## src/rtl/sreg_pkg.sv

```systemverilog
// Shared constants and state encoding for the special-register loader and its register file.
package sreg_pkg;

   localparam int ADDR_W = 4;
   localparam int DATA_W = 128;
   localparam int BUS_W  = 32;
   localparam int BEATS  = DATA_W / BUS_W;

   typedef enum logic [1:0] {
      ST_IDLE    = 2'd0,
      ST_COLLECT = 2'd1,
      ST_WRITE   = 2'd2
   } state_e;

endpackage

```

## src/rtl/beat_packer.sv

```systemverilog
// Beat counter and assembly register that pack bus beats into one register-wide word.
// Packing order: LSB-first by default, MSB-first when SREG_LOADER_MSB_FIRST_EN is defined.
module beat_packer
   import sreg_pkg::*;
#(
   parameter int data_w = DATA_W,
   parameter int bus_w  = BUS_W
) (
   input  logic              clk,
   input  logic              rst,
   input  logic              load,
   input  logic              clear,
   input  logic [bus_w-1:0]  data,
   output logic              full,
   output logic [data_w-1:0] word
);

   localparam int beats = data_w / bus_w;
   localparam int cnt_w = (beats > 1) ? $clog2(beats) : 1;

   logic [cnt_w-1:0]  cnt_q, cnt_d;
   logic [data_w-1:0] word_q, word_d;
   logic              last;

   assign last = (cnt_q == cnt_w'(beats - 1));
   // full flags the beat that completes the word, so the FSM can leave COLLECT on that same edge
   assign full = load && last;
   assign word = word_q;

   always_comb begin
      cnt_d  = cnt_q;
      word_d = word_q;
      if (clear) begin
         cnt_d = '0;
      end else if (load) begin
         for (int i = 0; i < beats; i++) begin
            if (cnt_q == cnt_w'(i)) begin
`ifdef SREG_LOADER_MSB_FIRST_EN
               word_d[(beats-1-i)*bus_w +: bus_w] = data;
`else
               word_d[i*bus_w +: bus_w] = data;
`endif
            end
         end
         cnt_d = last ? '0 : cnt_q + 1'b1;
      end
   end

   always_ff @(posedge clk) begin
      if (rst) begin
         cnt_q  <= '0;
         word_q <= '0;
      end else begin
         cnt_q  <= cnt_d;
         word_q <= word_d;
      end
   end

endmodule

```

## src/rtl/sreg_loader.sv

```systemverilog
// Write-side front end of the special register file: takes a load command, packs host beats
// into registers and writes them with an auto-incrementing address. Packing order is set by
// SREG_LOADER_MSB_FIRST_EN inside beat_packer.
module sreg_loader
   import sreg_pkg::*;
#(
   parameter int addr_w = ADDR_W,
   parameter int data_w = DATA_W,
   parameter int bus_w  = BUS_W
) (
   input  logic              clk,
   input  logic              rst,
   input  logic              cmd_valid,
   output logic              cmd_ready,
   input  logic [addr_w-1:0] cmd_addr,
   input  logic [addr_w-1:0] cmd_len,
   input  logic              beat_valid,
   output logic              beat_ready,
   input  logic [bus_w-1:0]  beat_data,
   output logic              we,
   output logic [addr_w-1:0] w_addr,
   output logic [data_w-1:0] wdata,
   output logic              busy,
   output logic              done
);

   state_e            state_q, state_d;
   logic [addr_w-1:0] addr_q, addr_d;
   logic [addr_w-1:0] rem_q, rem_d;
   logic [addr_w-1:0] w_addr_q, w_addr_d;
   logic [data_w-1:0] wdata_q, wdata_d;

   logic              pack_load;
   logic              pack_clear;
   logic              pack_full;
   logic [data_w-1:0] pack_word;

   beat_packer #(
      .data_w (data_w),
      .bus_w  (bus_w)
   ) u_packer (
      .clk   (clk),
      .rst   (rst),
      .load  (pack_load),
      .clear (pack_clear),
      .data  (beat_data),
      .full  (pack_full),
      .word  (pack_word)
   );

   always_comb begin
      state_d    = state_q;
      addr_d     = addr_q;
      rem_d      = rem_q;
      w_addr_d   = w_addr_q;
      wdata_d    = wdata_q;
      pack_load  = 1'b0;
      pack_clear = 1'b0;
      case (state_q)
         ST_IDLE: begin
            if (cmd_valid) begin
               addr_d     = cmd_addr;
               rem_d      = cmd_len;
               pack_clear = 1'b1;
               state_d    = ST_COLLECT;
            end
         end
         ST_COLLECT: begin
            pack_load = beat_valid;
            if (pack_full) begin
               state_d = ST_WRITE;
            end
         end
         ST_WRITE: begin
            // remember what was written so the port holds it while the next word assembles
            w_addr_d = addr_q;
            wdata_d  = pack_word;
            if (rem_q == '0) begin
               state_d = ST_IDLE;
            end else begin
               rem_d      = rem_q - 1'b1;
               addr_d     = addr_q + 1'b1;
               pack_clear = 1'b1;
               state_d    = ST_COLLECT;
            end
         end
         default: begin
            state_d = ST_IDLE;
         end
      endcase
   end

   always_ff @(posedge clk) begin
      if (rst) begin
         state_q  <= ST_IDLE;
         addr_q   <= '0;
         rem_q    <= '0;
         w_addr_q <= '0;
         wdata_q  <= '0;
      end else begin
         state_q  <= state_d;
         addr_q   <= addr_d;
         rem_q    <= rem_d;
         w_addr_q <= w_addr_d;
         wdata_q  <= wdata_d;
      end
   end

   assign cmd_ready  = (state_q == ST_IDLE) && !rst;
   assign beat_ready = (state_q == ST_COLLECT);
   assign we         = (state_q == ST_WRITE);
   assign busy       = (state_q != ST_IDLE);
   assign done       = we && (rem_q == '0);
   assign w_addr     = we ? addr_q : w_addr_q;
   assign wdata      = we ? pack_word : wdata_q;

endmodule

```

## config.mk

```make
export PLATFORM = sky130hd
export DESIGN_NAME = sreg_loader
export DESIGN_NICKNAME = d
export VERILOG_FILES = /design/src/rtl/sreg_pkg.sv /design/src/rtl/beat_packer.sv /design/src/rtl/sreg_loader.sv
export SDC_FILE = /design/constraint.sdc
export NUM_CORES = 1
export LEC_CHECK = 0
export CORE_ASPECT_RATIO = 2
export CORE_MARGIN = 1.5
export CORE_UTILIZATION = 54
export DETAILED_ROUTE_END_ITERATION = 8
export PLACE_DENSITY = 0.8
export SLEW_MARGIN = 0
export SYNTH_ARGS = -nofsm -noshare
export SYNTH_HDL_FRONTEND = slang
export SYNTH_HIERARCHICAL = 1
export SYNTH_SLANG_ARGS = --single-unit
```

## constraint.sdc

```tcl
create_clock -name clk -period 2.5 [get_ports clk]
set_clock_uncertainty 0.05 [all_clocks]
set_input_delay 0.75 -clock clk [delete_from_list [all_inputs] [get_ports clk]]
set_output_delay 0.75 -clock clk [all_outputs]
set_load 0.05 [all_outputs]
```

==> results.md, run 1 <==
- Yosys reg bits: 272
- Clock slew at reported path FFs: 0.07 ns
- Share of the clock period used by the worst path: 107.5%
- Crit path DAT: 1.89 ns
- Synth Cell Area: 11,710 µm²
- Core ar.: 21,400 µm²
- Util after Layout: 88.38%
- # diodes: 0
- Placed cell count: 1,646
- Required time worst endpoint: 1.70 ns
- First-pass GRT wire length: 58,220 µm
- Number of global-route vias before repair: 10,790
- Outcome: complete, but fails checks
- Mapped Nets: 1,298
- Length of the first detailed-routing pass in iterations: 5
- Via density: 5.917
- Post-route ant nets: 0
- Overall Power: 8.822 mW
- Via count of the routed design: 10,450
- CP Class: reg -> out
- Final setup margin: -0.1878 ns
- Die area: 22,630 µm²
- Row count: 76
- Initial Util: between 50% and 60%
- Nets: 1,527
- Initial DRC Count: ~550
- CTS tree: built
- Final hold viol count: 0
- Least-Margin Pin Slew: 0.5984 ns
- Delay-heaviest family, CP: buffers and inverters
- Largest net degree at the start of global routing: 123
- PD cells: 466.5 nW/µm²
- Final wirelength: 45,350 µm
- Relative slew slack: between 60% and 70%
- Main synth FF type: dfxtp_1
- Die X: 107.1 µm
- Clk root buf: clkbuf_16
- Setup slack, reg-to-reg: 0.24 ns
- Syn Area/Cell: 9.381 µm²
- CP cell instances: nand2b_4 -> inv_12 -> buf_12 -> buf_12 -> nand2_2 -> nand2_2 -> buf_12
- Number of flops mapped to enable cells by yosys: 0
- Achievable Freq: 372.1 MHz
- Clock Tree Buf Depth: 3
- Worst setup EP type: output port
- Post-synthesis cell type count: 41
- Hpwl dp: approximately 19,000 µm
- Hold Crit Class: reg -> reg
- Fillers: 790
- Min cycle time layout: 2.688 ns
- CP max-delay cell: dfxtp_4
- TritonCTS buffer count: 24
- Share of layout cells above drive strength 1: about half
- Grt total ovfl: 0
- Area Overhead vs Synth: 61.52%
- Unrepaired setup endpoints after global routing: yes
- Fin. max-slew vios: 0
- Initial antenna violation count: 0
- Synthesis warning total: 6
- Drt wl/cell: 25.68 µm
- Fin cells: 1,766
- MaxCap Viol Count: 0
- DRC: 0
- Port Buffer Count: 180
- Setup crit start kind: register
- GP Congestion: 0.7951
- Post-synthesis sequential area ratio: a little under half
- Crit path largest cell delay: 0.36 ns
- Number of clock sinks: 272
- Critical path fanouts, max: 7
- WHS: between 0.4 and 0.5 ns
- Max rail drop VDD: 0.6301 mV
- Failing checks: setup timing
- Die span in y: roughly 210 µm
- Setup-failing EPs final: 134
- Hold Buf Count CTS: 0
- Max H-tree Level: 1
- Worst path most repeated cell: buf_12
- Asr flop ratio synth: 0%
- Synthesized instance count: 1,248
- Clock Latency Late Sink: 0.53 ns
- GRT Util Overall: 33.43%
- Ports: approximately 180
- WP buf/inv: 4
- LEAKAGE: 8.472 nW
-- cell families after synthesis --
logic type	share of synthesized area, %
flops	46.51
compound gates	10.10
fa+ha+maj	0.6412
xor+xnor	0.07482
buf+inv	6.038
mux	11.11
simple gates	25.52
-- routing by layer --
metal	global-route usage, %	vias to the layer above	wire (µm)
met3	4.104	268	2091
li1	-	4502	-
met5	0	-	0
met2	62.29	542	24090
met1	32.47	5138	14260
met4	25.61	0	4904
-- path summary, 6_finish.rpt --
check	to	from	depth (start not counted)
hold / removal	wdata_q[96]$_SDFF_PP0_	wdata_q[96]$_SDFF_PP0_	2
setup / recovery	wdata[107]	state_q[0]$_SDFFE_PP0P_	7
setup reg to reg	u_packer/word[29]$_SDFFE_PP0P_	rem_q[0]$_SDFFE_PP0P_	8
hold reg to reg	wdata_q[96]$_SDFF_PP0_	wdata_q[96]$_SDFF_PP0_	2
-- report_power, final --
| part | switching [mW] | internal, mW |
|---|---|---|
| sequential | 0.0382 | 4.36 |
| clock | 1.77 | 2.24 |
| combinational | 0.232 | 0.183 |
| total | 2.04 | 6.78 |
-- tightest hold or removal path, cell delays in order (launching register included) --
cell,delay (ns)
dfxtp_1,0.30
nand2_2,0.07
a21oi_2,0.05
-- through the flow --
step / area [µm²] / TNS (ns) / worst slack (ns)
after detailed placement: 14900 / 0 / 0.007141
after CTS: 18020 / -9.998 / -0.1084
after floorplan: 11710 / 0 / 0.07136
final: 18910 / -16.81 / -0.1878
after global routing: 18910 / -20.31 / -0.2108
after global placement: 14900 / 0 / 0.1035
-- cells in the final DEF (no fill, tap or decap), types with 3 or more instances in the layout --
| cell | count |
|---|---|
| dfxtp_1 | 270 |
| clkdlybuf4s50_1 | 42 |
| clkinv_2 | 4 |
| clkbuf_8 | 3 |
| bufinv_16 | 3 |
| mux2i_1 | 130 |
| ha_1 | 6 |
| buf_12 | 153 |
| o21ai_0 | 7 |
| nor2_1 | 3 |
| nand3b_1 | 4 |
| clkinvlp_4 | 4 |
| nand2b_1 | 162 |
| buf_8 | 4 |
| buf_16 | 25 |
| clkbuf_16 | 31 |
| buf_4 | 45 |
| and2_1 | 7 |
| nand2_2 | 174 |
| nand2_8 | 31 |
| nand2_4 | 149 |
| inv_1 | 5 |
| a21oi_1 | 40 |
| buf_6 | 5 |
| a21oi_2 | 100 |
| nand2_1 | 48 |
-- flip-flops by register name, indices dropped and copies added, names as in the netlist --
name	cells
state_q	2
u_packer/word	128
u_packer/cnt_q	2
w_addr_q	4
wdata_q	128
rem_q	4
addr_q	4
-- synth_stat cells, types with 2 or more instances --
cell / n / area, µm²
nor2_1: 4 / 15.01
a21oi_1: 40 / 200.2
ha_1: 6 / 75.07
a21oi_2: 100 / 875.8
buf_6: 11 / 123.9
and2_1: 8 / 50.05
nand3b_1: 4 / 30.03
nor3_1: 2 / 10.01
nor3b_1: 2 / 15.01
nand2_1: 302 / 1134
dfxtp_1: 272 / 5445
nand2b_1: 163 / 1020
clkbuf_8: 2 / 27.53
o211ai_1: 2 / 15.01
buf_2: 18 / 90.09
o21ai_0: 7 / 35.03
clkbuf_1: 29 / 108.9
buf_4: 8 / 60.06
buf_8: 3 / 45.04
inv_1: 5 / 18.77
buf_12: 11 / 220.2
nand2_2: 100 / 625.6
mux2i_1: 130 / 1301
nor3b_2: 2 / 25.02
-- cell type report --
cell class | count | area, µm² | area share (%)
multi-input combinational | 888 | 7397 | 39.12
tap | 273 | 341.6 | 1.806
clock inverter | 12 | 156.4 | 0.8271
clock buffer | 30 | 674.4 | 3.566
inverter | 7 | 38.79 | 0.2051
timing repair inverter | 3 | 42.54 | 0.2250
timing repair buffer | 281 | 4808 | 25.43
sequential | 272 | 5450 | 28.82
-- repair_timing --
action	in CTS	in global routing
gates cloned	25	7
pin swaps	57	53
endpoints found under the setup margin	134	134
buffers inserted	35	15
resized for setup	401	134
Power figures use the tool's default switching activity.
==> run 2: changes to the inputs <==
--- a/config.mk
+++ b/config.mk
@@ -5,11 +5,12 @@
 export SDC_FILE = /design/constraint.sdc
 export NUM_CORES = 1
 export LEC_CHECK = 0
+export CAP_MARGIN = 15
 export CORE_ASPECT_RATIO = 2
 export CORE_MARGIN = 1.5
-export CORE_UTILIZATION = 54
+export CORE_UTILIZATION = 49
 export DETAILED_ROUTE_END_ITERATION = 8
-export PLACE_DENSITY = 0.8
+export PLACE_DENSITY = 0.77
 export SLEW_MARGIN = 0
 export SYNTH_ARGS = -nofsm -noshare
 export SYNTH_HDL_FRONTEND = slang
==> constraint.sdc (replaced) <==
create_clock -name clk -period 2.4 [get_ports clk]
set_clock_uncertainty 0.05 [all_clocks]
set_input_delay 0.72 -clock clk [delete_from_list [all_inputs] [get_ports clk]]
set_output_delay 0.72 -clock clk [all_outputs]
set_load 0.05 [all_outputs]
==> results.md, run 2 (synthesis results as in run 1) <==
- Outcome: complete, but fails checks
- Failing checks: DRC, setup timing
- Initial DRC Count: 531 (-3.6%)
- Port Buffer Count: 180 (unchanged)
- Nets: 1,530 (+0.20%)
- Largest net degree at the start of global routing: 104 (-15%)
- Clock Tree Buf Depth: 3 (unchanged)
- Area Overhead vs Synth: 62.83%
- CP Class: reg -> out
- Most frequent cells in the layout: dfxtp_1 (270), nand2_4 (174), nand2b_1 (162)
- Crit path largest cell delay: 0.33 ns (-0.03 ns)
- GP Congestion: 0.8049 (+1.2%)
- Net Sw Power: 2.028 mW (-0.70%)
- Max rail drop VDD: 0.5361 mV (-15%)
- Setup crit start kind: register
- Most common cell after layout, fill and taps aside: dfxtp_1
- CTS tree: built
- Drt wl/cell: 21.82 µm (-15%)
- Share of layout cells above drive strength 1: 50.67% (+0.17 points)
- Unrepaired setup endpoints after global routing: yes
- Final hold viol count: 0 (unchanged)
- Hold Crit Class: in -> reg
- Worst path most repeated cell: buf_12
- Overall Power: 8.861 mW (+0.45%)
- Least-Margin Pin Slew: 0.6590 ns (+0.06062 ns)
- # diodes: 0 (unchanged)
- Clock power share: 43.6% (-1.8 points)
- Clk root buf: clkbuf_16
- Die X: 112.3 µm (+4.8%)
- Reg power frac: 51.6% (+1.7 points)
- TritonCTS buffer count: 24 (unchanged)
- Max H-tree Level: 1 (unchanged)
- Place WS: -0.02946 ns (-0.03660 ns)
- Post-route ant nets: 0 (unchanged)
- Final setup margin: -0.2645 ns (-0.07673 ns)
- WP buf/inv: 4 (unchanged)
- CP cell instances: nand2b_4 -> buf_12 -> buf_12 -> buf_16 -> nand2_1 -> nand2_4 -> buf_12
- Hpwl dp: 18,780 µm (-0.77%)
- Worst setup EP type: output port
- Die area: 24,890 µm² (+10%)
- Int Power: 6.833 mW (+0.80%)
- Grt total ovfl: 0 (unchanged)
- Delay-heaviest family, CP: buffers and inverters
- Clock slew at reported path FFs: 0.07 ns (about the same)
- Critical path fanouts, max: 13 (+6)
- Setup TNS: -23.90 ns (-7.085 ns)
- MaxCap Viol Count: 0 (unchanged)
- DRC: 9 (+9)
- Die span in y: 221.6 µm (+4.9%)
- Row count: 79 (+3.9%)
- Achievable Freq: between 300 and 400 MHz
- Via density: 5.586 (-5.6%)
- Min cycle time layout: about 2.7 ns
- Ports: 181 (unchanged)
- Clock Latency Late Sink: 0.53 ns (about the same)
- Initial Util: 50.19% (-4.5 points)
- Placement Cell Area: 14,940 µm² (+0.24%)
- CP max-delay cell: dfxtp_2
- Required time worst endpoint: 1.63 ns (-0.07 ns)
- PD cells: 464.8 nW/µm² (-0.36%)
- Final Cell Area: 19,060 µm² (+0.81%)
- Length of the first detailed-routing pass in iterations: 9 (+4)
- Share of the clock period used by the worst path: 111.0%
- Initial antenna violation count: 0 (unchanged)
- Number of clock sinks: 272 (unchanged)
- Via count of the routed design: 9,937 (-4.9%)
- Relative slew slack: 56.07% (-4.0 points)
- Placed cell count: 1,654 (+0.49%)
- Crit path DAT: 1.89 ns (about the same)
- LEAKAGE: 8.532 nW (+0.71%)
- First-pass GRT wire length: 53,750 µm (-7.7%)
- Comb pwr share: 4.8% (about the same)
- Fin cells: 1,779 (+0.74%)
- Final wirelength: 38,810 µm (-14%)
- Setup-failing EPs final: 134 (unchanged)
- Fillers: 1,130 (+43%)
- GRT Util Overall: 27.07% (-6.4 points)
- Sw frac: 22.89% (-0.27 points)
- Fin. max-slew vios: 0 (unchanged)
- Number of global-route vias before repair: 9,998 (-7.3%)
- Core ar.: 23,330 µm² (+9.0%)
[run 2: cell types whose count changed in the layout (fill, tap and decap cells not counted), moves of 3 or more]
cell     delta
nand2_4    +25
buf_4       +7
buf_12      +3
buf_16      -3
nand2_8     +6
nand2_2    -28
nand2_1     -3
[run 2: worst reg2reg max path, stage by stage, from the launching register on]
cell      delay [ns]
dfxtp_1         0.36
inv_1           0.08
ha_1            0.23
nor3b_4         0.17
a21o_2          0.23
inv_2           0.11
nand3b_1        0.24
buf_12          0.22
mux2i_1         0.28
[run 2: layout make-up]
cell class | count | area [µm²] | area share (%)
Inverter | 7 | 42.54 | 0.2232
Multi-Input combinational cell | 887 | 7601 | 39.87
Tap cell | 283 | 354.1 | 1.857
Timing Repair Buffer | 286 | 4798 | 25.17
Timing Repair inverter | 2 | 46.29 | 0.2428
Sequential cell | 272 | 5448 | 28.58
Clock inverter | 11 | 105.1 | 0.5513
Clock buffer | 31 | 668.1 | 3.505
[run 2: path summary, 6_finish.rpt]
check,start,endpoint,slack (ns),cells after the start
setup / recovery,state_q[0]$_SDFFE_PP0P_,wdata[38],-0.26,7
hold reg to reg,rem_q[1]$_SDFFE_PP0P_,rem_q[1]$_SDFFE_PP0P_,0.42,2
setup reg to reg,rem_q[0]$_SDFFE_PP0P_,u_packer/word[53]$_SDFFE_PP0P_,0.34,8
hold / removal,rst,wdata_q[98]$_SDFF_PP0_,0.40,2
[run 2: power by group through the flow]
stage | logic, mW | registers [mW] | clock network [mW]
floorplan | 0.258 | 4.66 | 0
global placement | 0.394 | 4.67 | 0
detailed placement | 0.399 | 4.67 | 0
CTS | 0.404 | 4.57 | 3.88
global route | 0.444 | 4.58 | 4.07
finish | 0.422 | 4.58 | 3.86
[run 2: layer usage]
metal	GRT usage (%)	wire length (µm)	vias up	part of all wire, %
met2	52.52	21650	342	56
met4	14.25	2825	0	7.3
li1	-	-	4519	-
met3	2.898	1387	158	3.6
met1	27.88	12950	4918	33
met5	0	0	-	0
[run 2: what timing repair did]
item,4_1_cts,5_1_grt
hold buffers,0,0
setup endpoints to repair,135,135
resized for setup,358,202
buffers inserted,41,20
gates cloned,20,5
pin swaps,40,51
[run 2: through the flow]
step / hold slack, ns / utilization (%)
4_1_cts: 0.3929 / 76.62
3_3_place_gp: 0.3996 / 64.04
3_5_place_dp: 0.4056 / 64.04
6_report: 0.3974 / 81.72
5_1_grt: 0.3985 / 81.72
2_1_floorplan: 0.3943 / -
